==> src/rtl/coin_pkg.sv <==
// Coin codes, channel indices and coin values shared by the coin acceptor and the vending FSM.
package coin_pkg;

   typedef enum logic [1:0] {
      COIN_NONE     = 2'b00,
      COIN_CIRCLE   = 2'b01,
      COIN_TRIANGLE = 2'b10,
      COIN_PENTAGON = 2'b11
   } coin_t;

   localparam int unsigned NUM_CH      = 3;
   localparam int unsigned CH_CIRCLE   = 0;
   localparam int unsigned CH_TRIANGLE = 1;
   localparam int unsigned CH_PENTAGON = 2;

   localparam int unsigned VAL_CIRCLE   = 1;
   localparam int unsigned VAL_TRIANGLE = 3;
   localparam int unsigned VAL_PENTAGON = 5;

   // Channel index n maps to coin code n+1.
   function automatic coin_t ch_to_coin(input logic [1:0] ch);
      return coin_t'(ch + 2'd1);
   endfunction

endpackage

==> src/rtl/coin_debounce.sv <==
// One sensor channel: 2-FF synchroniser, stability-counter debounce and a registered
// one-cycle pulse on each debounced rising edge.
module coin_debounce #(
   parameter int unsigned DEBOUNCE_CYCLES = 16
) (
   input  logic clk_i,
   input  logic rst_ni,
   input  logic sense_i,
   output logic rise_o
);

   localparam int unsigned CntW = (DEBOUNCE_CYCLES > 2) ? $clog2(DEBOUNCE_CYCLES) : 1;
   localparam logic [CntW-1:0] LastCnt = CntW'(DEBOUNCE_CYCLES - 1);

   logic            sync1_q, sync2_q;
   logic            level_q, level_d;
   logic            rise_q, rise_d;
   logic [CntW-1:0] cnt_q, cnt_d;

   // The level flips on the edge the counter would otherwise reach DEBOUNCE_CYCLES.
   always_comb begin
      level_d = level_q;
      rise_d  = 1'b0;
      cnt_d   = '0;
      if (sync2_q != level_q) begin
         if (cnt_q == LastCnt) begin
            level_d = sync2_q;
            rise_d  = sync2_q;
         end else begin
            cnt_d = cnt_q + 1'b1;
         end
      end
   end

   always_ff @(posedge clk_i or negedge rst_ni) begin
      if (!rst_ni) begin
         sync1_q <= 1'b0;
         sync2_q <= 1'b0;
         level_q <= 1'b0;
         rise_q  <= 1'b0;
         cnt_q   <= '0;
      end else begin
         sync1_q <= sense_i;
         sync2_q <= sync1_q;
         level_q <= level_d;
         rise_q  <= rise_d;
         cnt_q   <= cnt_d;
      end
   end

   assign rise_o = rise_q;

endmodule

==> src/rtl/coin_acceptor.sv <==
// Coin sensor front end: debounces three sensors, captures insertions as pending events,
// serialises them through a small FIFO and emits one registered coin code per coin.
module coin_acceptor
   import coin_pkg::*;
#(
   parameter int unsigned DEBOUNCE_CYCLES = 16,
   parameter int unsigned FIFO_DEPTH      = 4
) (
   input  logic                          clock,
   input  logic                          reset_n,
   input  logic [2:0]                    sense,
   input  logic                          hold,
   input  logic                          clr_ovf,
   output logic [1:0]                    coin,
   output logic [2:0]                    pending,
   output logic [$clog2(FIFO_DEPTH):0]   fifo_cnt,
   output logic                          overflow
);

   localparam int unsigned PtrW = $clog2(FIFO_DEPTH);
   localparam int unsigned CntW = PtrW + 1;

   logic [2:0]      rise;
   logic [2:0]      pend_q, pend_d, push_mask, lost;
   logic [1:0]      push_ch;
   logic            push, pop, full, empty;
   logic            ovf_q, ovf_d;
   coin_t           coin_q, coin_d;
   coin_t           mem_q [FIFO_DEPTH];
   coin_t           mem_d [FIFO_DEPTH];
   logic [PtrW-1:0] wr_ptr_q, wr_ptr_d, rd_ptr_q, rd_ptr_d;
   logic [CntW-1:0] cnt_q, cnt_d;

   for (genvar ch = 0; ch < NUM_CH; ch++) begin : g_deb
      coin_debounce #(
         .DEBOUNCE_CYCLES(DEBOUNCE_CYCLES)
      ) u_deb (
         .clk_i  (clock),
         .rst_ni (reset_n),
         .sense_i(sense[ch]),
         .rise_o (rise[ch])
      );
   end

   always_comb begin
      full      = (cnt_q == CntW'(FIFO_DEPTH));
      empty     = (cnt_q == '0);
      push_mask = '0;
      push_ch   = '0;
      // Fixed priority: circle > triangle > pentagon, at most one push per cycle.
      if (!full) begin
         if (pend_q[CH_CIRCLE]) begin
            push_mask[CH_CIRCLE] = 1'b1;
            push_ch              = 2'(CH_CIRCLE);
         end else if (pend_q[CH_TRIANGLE]) begin
            push_mask[CH_TRIANGLE] = 1'b1;
            push_ch                = 2'(CH_TRIANGLE);
         end else if (pend_q[CH_PENTAGON]) begin
            push_mask[CH_PENTAGON] = 1'b1;
            push_ch                = 2'(CH_PENTAGON);
         end
      end
      push = |push_mask;
      pop  = !hold && !empty;

      // A rise on a channel that is already pending is dropped.
      lost   = rise & pend_q;
      pend_d = (pend_q & ~push_mask) | (rise & ~pend_q);
      if (|lost) begin
         ovf_d = 1'b1;
      end else if (clr_ovf) begin
         ovf_d = 1'b0;
      end else begin
         ovf_d = ovf_q;
      end

      mem_d = mem_q;
      if (push) begin
         mem_d[wr_ptr_q] = ch_to_coin(push_ch);
      end
      wr_ptr_d = wr_ptr_q + PtrW'(push);
      rd_ptr_d = rd_ptr_q + PtrW'(pop);
      cnt_d    = cnt_q + CntW'(push) - CntW'(pop);
      coin_d   = pop ? mem_q[rd_ptr_q] : COIN_NONE;
   end

   always_ff @(posedge clock or negedge reset_n) begin
      if (!reset_n) begin
         pend_q   <= '0;
         ovf_q    <= 1'b0;
         coin_q   <= COIN_NONE;
         wr_ptr_q <= '0;
         rd_ptr_q <= '0;
         cnt_q    <= '0;
         for (int i = 0; i < FIFO_DEPTH; i++) begin
            mem_q[i] <= COIN_NONE;
         end
      end else begin
         pend_q   <= pend_d;
         ovf_q    <= ovf_d;
         coin_q   <= coin_d;
         wr_ptr_q <= wr_ptr_d;
         rd_ptr_q <= rd_ptr_d;
         cnt_q    <= cnt_d;
         mem_q    <= mem_d;
      end
   end

   assign coin     = coin_q;
   assign pending  = pend_q;
   assign fifo_cnt = cnt_q;
   assign overflow = ovf_q;

endmodule
==> config.mk <==
export PLATFORM = sky130hd
export DESIGN_NAME = coin_acceptor
export DESIGN_NICKNAME = d
export VERILOG_FILES = /design/src/rtl/coin_pkg.sv /design/src/rtl/coin_debounce.sv /design/src/rtl/coin_acceptor.sv
export SDC_FILE = /design/constraint.sdc
export NUM_CORES = 1
export LEC_CHECK = 0
export CAP_MARGIN = 20
export CORE_UTILIZATION = 45
export DETAILED_ROUTE_END_ITERATION = 16
export GPL_TIMING_DRIVEN = 0
export HOLD_SLACK_MARGIN = 0.05
export SLEW_MARGIN = 20
export SYNTH_ARGS = -nofsm -noshare
export SYNTH_HDL_FRONTEND = slang
export SYNTH_SLANG_ARGS = --single-unit
==> constraint.sdc <==
create_clock -name clock -period 2.6 [get_ports clock]
set_input_delay 0.78 -clock clock [delete_from_list [all_inputs] [get_ports clock]]
set_output_delay 0.78 -clock clock [all_outputs]
set_load 0.005 [all_outputs]
== Word level (Yosys, flattened, before mapping) ==
Index checks and enable logic that the tools add are counted.

* Bitwise gates (word level): 8
* Reductions and logical operators: 11
* Equal/unequal tests: 7
* Muxes and demuxes: 31
* $add $sub $neg: 8
* Magnitude comparators: 3

{| class="wikitable"
|+ Operators with widths
! kind !! number
|-
| 4-bit two-way mux || 6
|-
| 2-bit two-way mux || 9
|-
| 4-bit by 1-bit adder with 4-bit output (second input constant) || 3
|-
| 4-bit == test (second input constant) || 3
|-
| 1-bit two-way mux || 12
|-
| 3-bit bitwise AND || 3
|-
| 8-bit bitwise mux || 1
|-
| 3-bit >= comparator (second input constant) || 2
|-
| 2-bit NOT with 3-bit output || 2
|-
| 3-bit NOT || 2
|-
| 2-bit AND reduction || 3
|-
| 3-bit OR reduction || 2
|-
| 2-bit by 1-bit adder with 2-bit output || 2
|-
| 2-bit binary-select mux with 2-bit select || 1
|-
| 2-bit demux with 2-bit select || 1
|-
| 3-bit by 1-bit adder with 3-bit output || 1
|-
| 3-bit == test (second input constant) || 1
|-
| 3-bit zero test || 1
|-
| 3-bit by 1-bit less-than comparator with 1-bit output (second input constant) || 1
|-
| 3-bit two-way mux || 1
|-
| 1-bit inequality test || 3
|-
| 3-bit OR || 1
|-
| 3-bit by 1-bit subtractor with 3-bit output || 1
|-
| 2-bit by 1-bit adder with 2-bit output (second input constant) || 1
|-
| other kinds (3) || 5
|}

* Flip-flop bits (word level): 45
* Logic and storage cells: 93
* Input bits: 7

== Longest topological paths before layout ==
* Depth in word-level cells: 7
* Mapped depth: 10

== By module ==
Synthesis repeated with hierarchy kept, for this count alone.

* Cells, all modules: 147
* Area total of the unflattened synthesis: 1909.3 um2

{| class="wikitable"
|+ Modules (own cells, without submodules)
! module !! area an instance (um2) !! instances !! sequential area each (um2) !! cells each
|-
| coin_acceptor || 1001.0 || 1 || 525.5 || 87
|-
| coin_debounce || 302.8 || 3 || 200.2 || 20
|}

== Least setup slack after synthesis ==
Ideal clock, no wire load.

* Path kind: flip-flop to flip-flop
* From: reg pend_q[0] (netlist: pending[0])
* To: reg cnt_q[2] (netlist: fifo_cnt[2])
* Path buffers: 1
* Period minus slack after synthesis: 2.172 ns
* Library setup time: 0.125 ns
* Arrival: 2.047 ns
* Path slack: 0.428 ns
* Stages on the path, launching flop included: 11
* Cell sequence: dfrtp_1 clkbuf_1 nor3_1 nor2_1 inv_1 ha_1 inv_1 ha_1 fa_1 xor2_1 xnor2_1

* Cells in the longest elaborated chain, start to end: 5
* Elaborated cells on any way between the ends: 6
* Classes of those cells: 2 x add/sub; 3 x mux; 1 x reduce/logical

{| class="wikitable"
|+ Ends and longest elaborated chain
! what !! line !! RTL
|-
| start: declaration || coin_acceptor.sv:24 || <nowiki>logic [2:0] pend_q, pend_d, push_mask, lost;</nowiki>
|-
| start signal: assignment || coin_acceptor.sv:99 || <nowiki>pend_q <= pend_d;</nowiki>
|-
| 1-bit two-way mux / 2-bit two-way mux (equally long branches) || coin_acceptor.sv:52 || <nowiki>if (pend_q[CH_CIRCLE]) begin</nowiki>
|-
| 3-bit two-way mux (*) || coin_acceptor.sv:51 || <nowiki>if (!full) begin</nowiki>
|-
| 3-bit OR reduction (*) || coin_acceptor.sv:63 || <nowiki>push = |push_mask;</nowiki>
|-
| 3-bit by 1-bit adder with 3-bit output (*) || coin_acceptor.sv:83 || <nowiki>cnt_d = cnt_q + CntW'(push) - CntW'(pop);</nowiki>
|-
| 3-bit by 1-bit subtractor with 3-bit output (*) || coin_acceptor.sv:83 ||
|-
| net cnt_d[2] || coin_acceptor.sv:32 || <nowiki>logic [CntW-1:0] cnt_q, cnt_d;</nowiki>
|-
| end signal: assignment || coin_acceptor.sv:104 || <nowiki>cnt_q <= cnt_d;</nowiki>
|-
| end: declaration || coin_acceptor.sv:32 ||
|}

The timed path passes the listed nets; every way through them passes the cells marked *.
A chain may end at the register's enable or synchronous reset.

== Final worst setup path ==
* From: reg cnt_q[1] (netlist: fifo_cnt[1])
* To: reg cnt_q[2] (netlist: fifo_cnt[2])

* Cells in the longest elaborated chain, start to end: 5
* Elaborated cells on any way between the ends: 8
* Classes of those cells: 2 x add/sub; 1 x eq/ne; 1 x mux; 4 x reduce/logical

{| class="wikitable"
|+ Ends and longest elaborated chain
! what !! line !! RTL
|-
| 3-bit == test || coin_acceptor.sv:46 || <nowiki>full = (cnt_q == CntW'(FIFO_DEPTH));</nowiki>
|-
| 3-bit two-way mux || coin_acceptor.sv:51 ||
|-
| 3-bit OR reduction || coin_acceptor.sv:63 ||
|-
| 3-bit by 1-bit adder with 3-bit output || coin_acceptor.sv:83 ||
|-
| 3-bit by 1-bit subtractor with 3-bit output (*) || coin_acceptor.sv:83 ||
|-
| net cnt_d[2] || coin_acceptor.sv:32 ||
|}

Marked as above.

==> qor.yml <==
logic_synthesis:
  syn_inst: 153
  ys_top_cells_by_area: "dfrtp_1 59%, ha_1 4.6%, a21oi_1 4.0%"
  synth_area_sq_um: 1898
  ys_warn_count: 0
  ys_types: 31
  postSynthAreaPerCell_sq_um: 12.41
  ys_seq_area_share_pct: 59.33
  netlist.top_cell.by_area: "dfrtp_1"
  synth-seq-cells: 45
  synth_top_area_share_pct: 59.33
  syn_nets: 168
finish:
  area_delta_synth_final_pct: 16.02
  layout-drive-gt1-share_pct: 11.36
  final_common_cell: "dfrtp_1"
  layout_common_cells: "45 x dfrtp_1, 15 x a21oi_1, 14 x clkdlybuf4s50_1"
  diodes: 0
  final_cells: 226
  fillers: 358
  layout.nets: 190
route:
  routed_wl_microns: 3194
  drtIter0Drc: 68
  ant_nets: 0
  num_vias: 1212
  wl_per_cell_microns: 14.13
  viasPerCell: 5.363
  drc: 0
  dr.pass1.iters: 4
global_routing:
  antenna_found_initial: 0
  gr-total-overflow: 0
  grt_pass1_vias: 1340
  grt_pass1_wl_microns: 5782
  gr-usage-all-layers_pct: 17.77
  grt_start_max_net_pins: 26
die:
  chipHeight_microns: 66.95
  ioPinCount: 16
  rows: 23
  start_util_pct: 47.11
  coreArea_sq_um: 4029
  die_area_sq_um: 4482
  die_x_microns: 66.95
sta:
  timing.slew.headroom_pct: 61.39
  finalSetupViolations: 0
  rsz0062_at_grt: "no"
  hold_violations: 0
  finalCritPeriodShare_pct: 89.94
  tightest_slew_ps: 578.0
  timing.fmax_mhz: 427.7
  whs_ps: 353.8
  fin_skew_ps: 8.182
  final-max-slew-violation-count: 0
  fin_crit_ps: 2338
worst_setup_path:
  critPathCaptureType: "flip-flop"
  critPathBufInv: 2
  crit_arrival_ps: 2510
  critPathMaxStageDelay_ps: 530
  worstPathRequired_ps: 2770
  critPathTopFamily: "simple AND/OR/NAND/NOR gates"
  crit_chain: "nor3b_1, nor2_1, inv_1, ha_1, inv_1, ha_1, fa_1, xor2_1, xnor2_1"
  critPathKind: "reg2reg"
  cp_slowest_cell: "nor3b_1"
  worstPathMaxFanout: 6
  start_kind: "flip-flop"
clocking:
  cts.sinks: 45
  cts_tree: "built"
  cts_max_path_buffers: 2
  cts_buffers: 5
  post_cts_buffers: 0
  clk_latency_ps: 290
  ctsResizeCount: 0
  clk_pin_slew_worst_paths_ps: 70
  htree_num_levels: 2
  ctsRootBufferMaster: "clkbuf_8"
placement:
  place_hpwl_microns: 2399
  port_buffers: 15
  gp_congestion: 0.8183
  dp.cells: 219
power:
  power_mw: 1.526
  peakVddDrop_mv: 0.3523
  power_density_nw_per_um2: 692.8
  leakage_nw: 0.9840
hold_path:
  min_path_type: "reg2reg"
job:
  cap_violations: 0
outcome:
  status: "finished, final reports clean"
-- per-stage QoR --
stage                     TNS (ps)  utilization [%]  instance area [sq um]  worst slack, ps
final                            0            54.66                   2202            261.7
after global routing             0            54.66                   2202            20.83
after CTS                        0            54.75                   2206            191.7
after detailed placement    -16.93            52.76                   2126           -16.93
after global placement      -17450            52.39                   2111           -389.6
after floorplan                  0                -                   1898            428.1
-- cell type report --
| class | instances | area [sq um] | share of cell area, % |
|---|---|---|---|
| tap | 50 | 62.56 | 2.841 |
| buffer | 3 | 18.77 | 0.8523 |
| inverter | 8 | 30.03 | 1.364 |
| sequential | 45 | 1126 | 51.14 |
| clock buffer | 8 | 80.08 | 3.636 |
| multi-input combinational | 96 | 719.4 | 32.67 |
| timing repair buffer | 16 | 165.2 | 7.500 |
-- sequential cells by signal (all words and copies together), names as in the netlist, 3 cells and up --
name / cells
g_deb.u_deb.cnt_q: 12
mem_q: 8
fifo_cnt: 3
g_deb.u_deb.level_q: 3
g_deb.u_deb.rise_o: 3
g_deb.u_deb.sync1_q: 3
g_deb.u_deb.sync2_q: 3
pending: 3
-- what timing repair did --
item                                    in CTS  in global routing
hold buffers                                 0                  0
endpoints found under the setup margin       0                  1
hold endpoints to repair                     0                  0
-- metal layers --
| layer | GRT usage (%) | vias up | wire [microns] |
|---|---|---|---|
| li1 | - | 579 | - |
| met1 | 21.69 | 600 | 1408 |
| met2 | 29.29 | 31 | 1595 |
| met3 | 5.822 | 2 | 166 |
| met4 | 6.117 | 0 | 24 |
| met5 | 0 | - | 0 |
-- kinds of logic (layout without fill, tap and decap cells) --
| family | Yosys count | count (layout) | synth area share [%] |
|---|---|---|---|
| fa+ha+maj | 8 | 8 | 5.669 |
| flops | 45 | 45 | 59.33 |
| compound gates | 29 | 29 | 9.162 |
| xor+xnor | 10 | 10 | 4.615 |
| simple gates | 43 | 43 | 13.71 |
| buf+inv | 12 | 35 | 2.769 |
| mux | 6 | 6 | 4.746 |
-- synthesized netlist by cell type --
| master | count |
|---|---|
| nand3_1 | 3 |
| and2_1 | 2 |
| nor2_1 | 8 |
| inv_1 | 8 |
| and3_1 | 1 |
| nor2b_1 | 5 |
| nand4b_1 | 3 |
| a211oi_1 | 3 |
| or2_2 | 1 |
| mux4_2 | 2 |
| xnor2_1 | 7 |
| xor2_1 | 3 |
| and2_2 | 1 |
| or3b_4 | 1 |
| nor3_1 | 8 |
| a21oi_1 | 15 |
| nor3b_1 | 7 |
| nand2_1 | 1 |
| dfrtp_1 | 45 |
| and2_4 | 1 |
| fa_1 | 1 |
| clkbuf_1 | 3 |
| a211oi_2 | 1 |
| a41oi_1 | 1 |
| a31oi_1 | 4 |
| mux2_2 | 4 |
| ha_1 | 7 |
| o21ai_0 | 4 |
| a221o_1 | 1 |
| buf_6 | 1 |
| and2b_2 | 1 |
-- report_power, final --
group | internal [mW] | total [mW] | switching (mW) | leakage, nW
clock | 0.191 | 0.406 | 0.215 | 0.0395
sequential | 0.762 | 0.831 | 0.0696 | 0.596
combinational | 0.161 | 0.289 | 0.128 | 0.349
total | 1.11 | 1.53 | 0.412 | 0.984
-- worst paths after layout --
kind,start,to,slack (ps),cells after the start
min,g_deb[2].u_deb.sync1_q,g_deb[2].u_deb.sync2_q,350,0
min reg2reg,g_deb[2].u_deb.sync1_q,g_deb[2].u_deb.sync2_q,350,0
max reg2reg,fifo_cnt[1],fifo_cnt[2],260,9
max,fifo_cnt[1],fifo_cnt[2],260,9
min in group asynchronous,reset_n,g_deb[2].u_deb.cnt_q[3],440,1
max in group asynchronous,reset_n,fifo_cnt[0],1660,2
No activity file was read; power rests on OpenSTA's default activity.
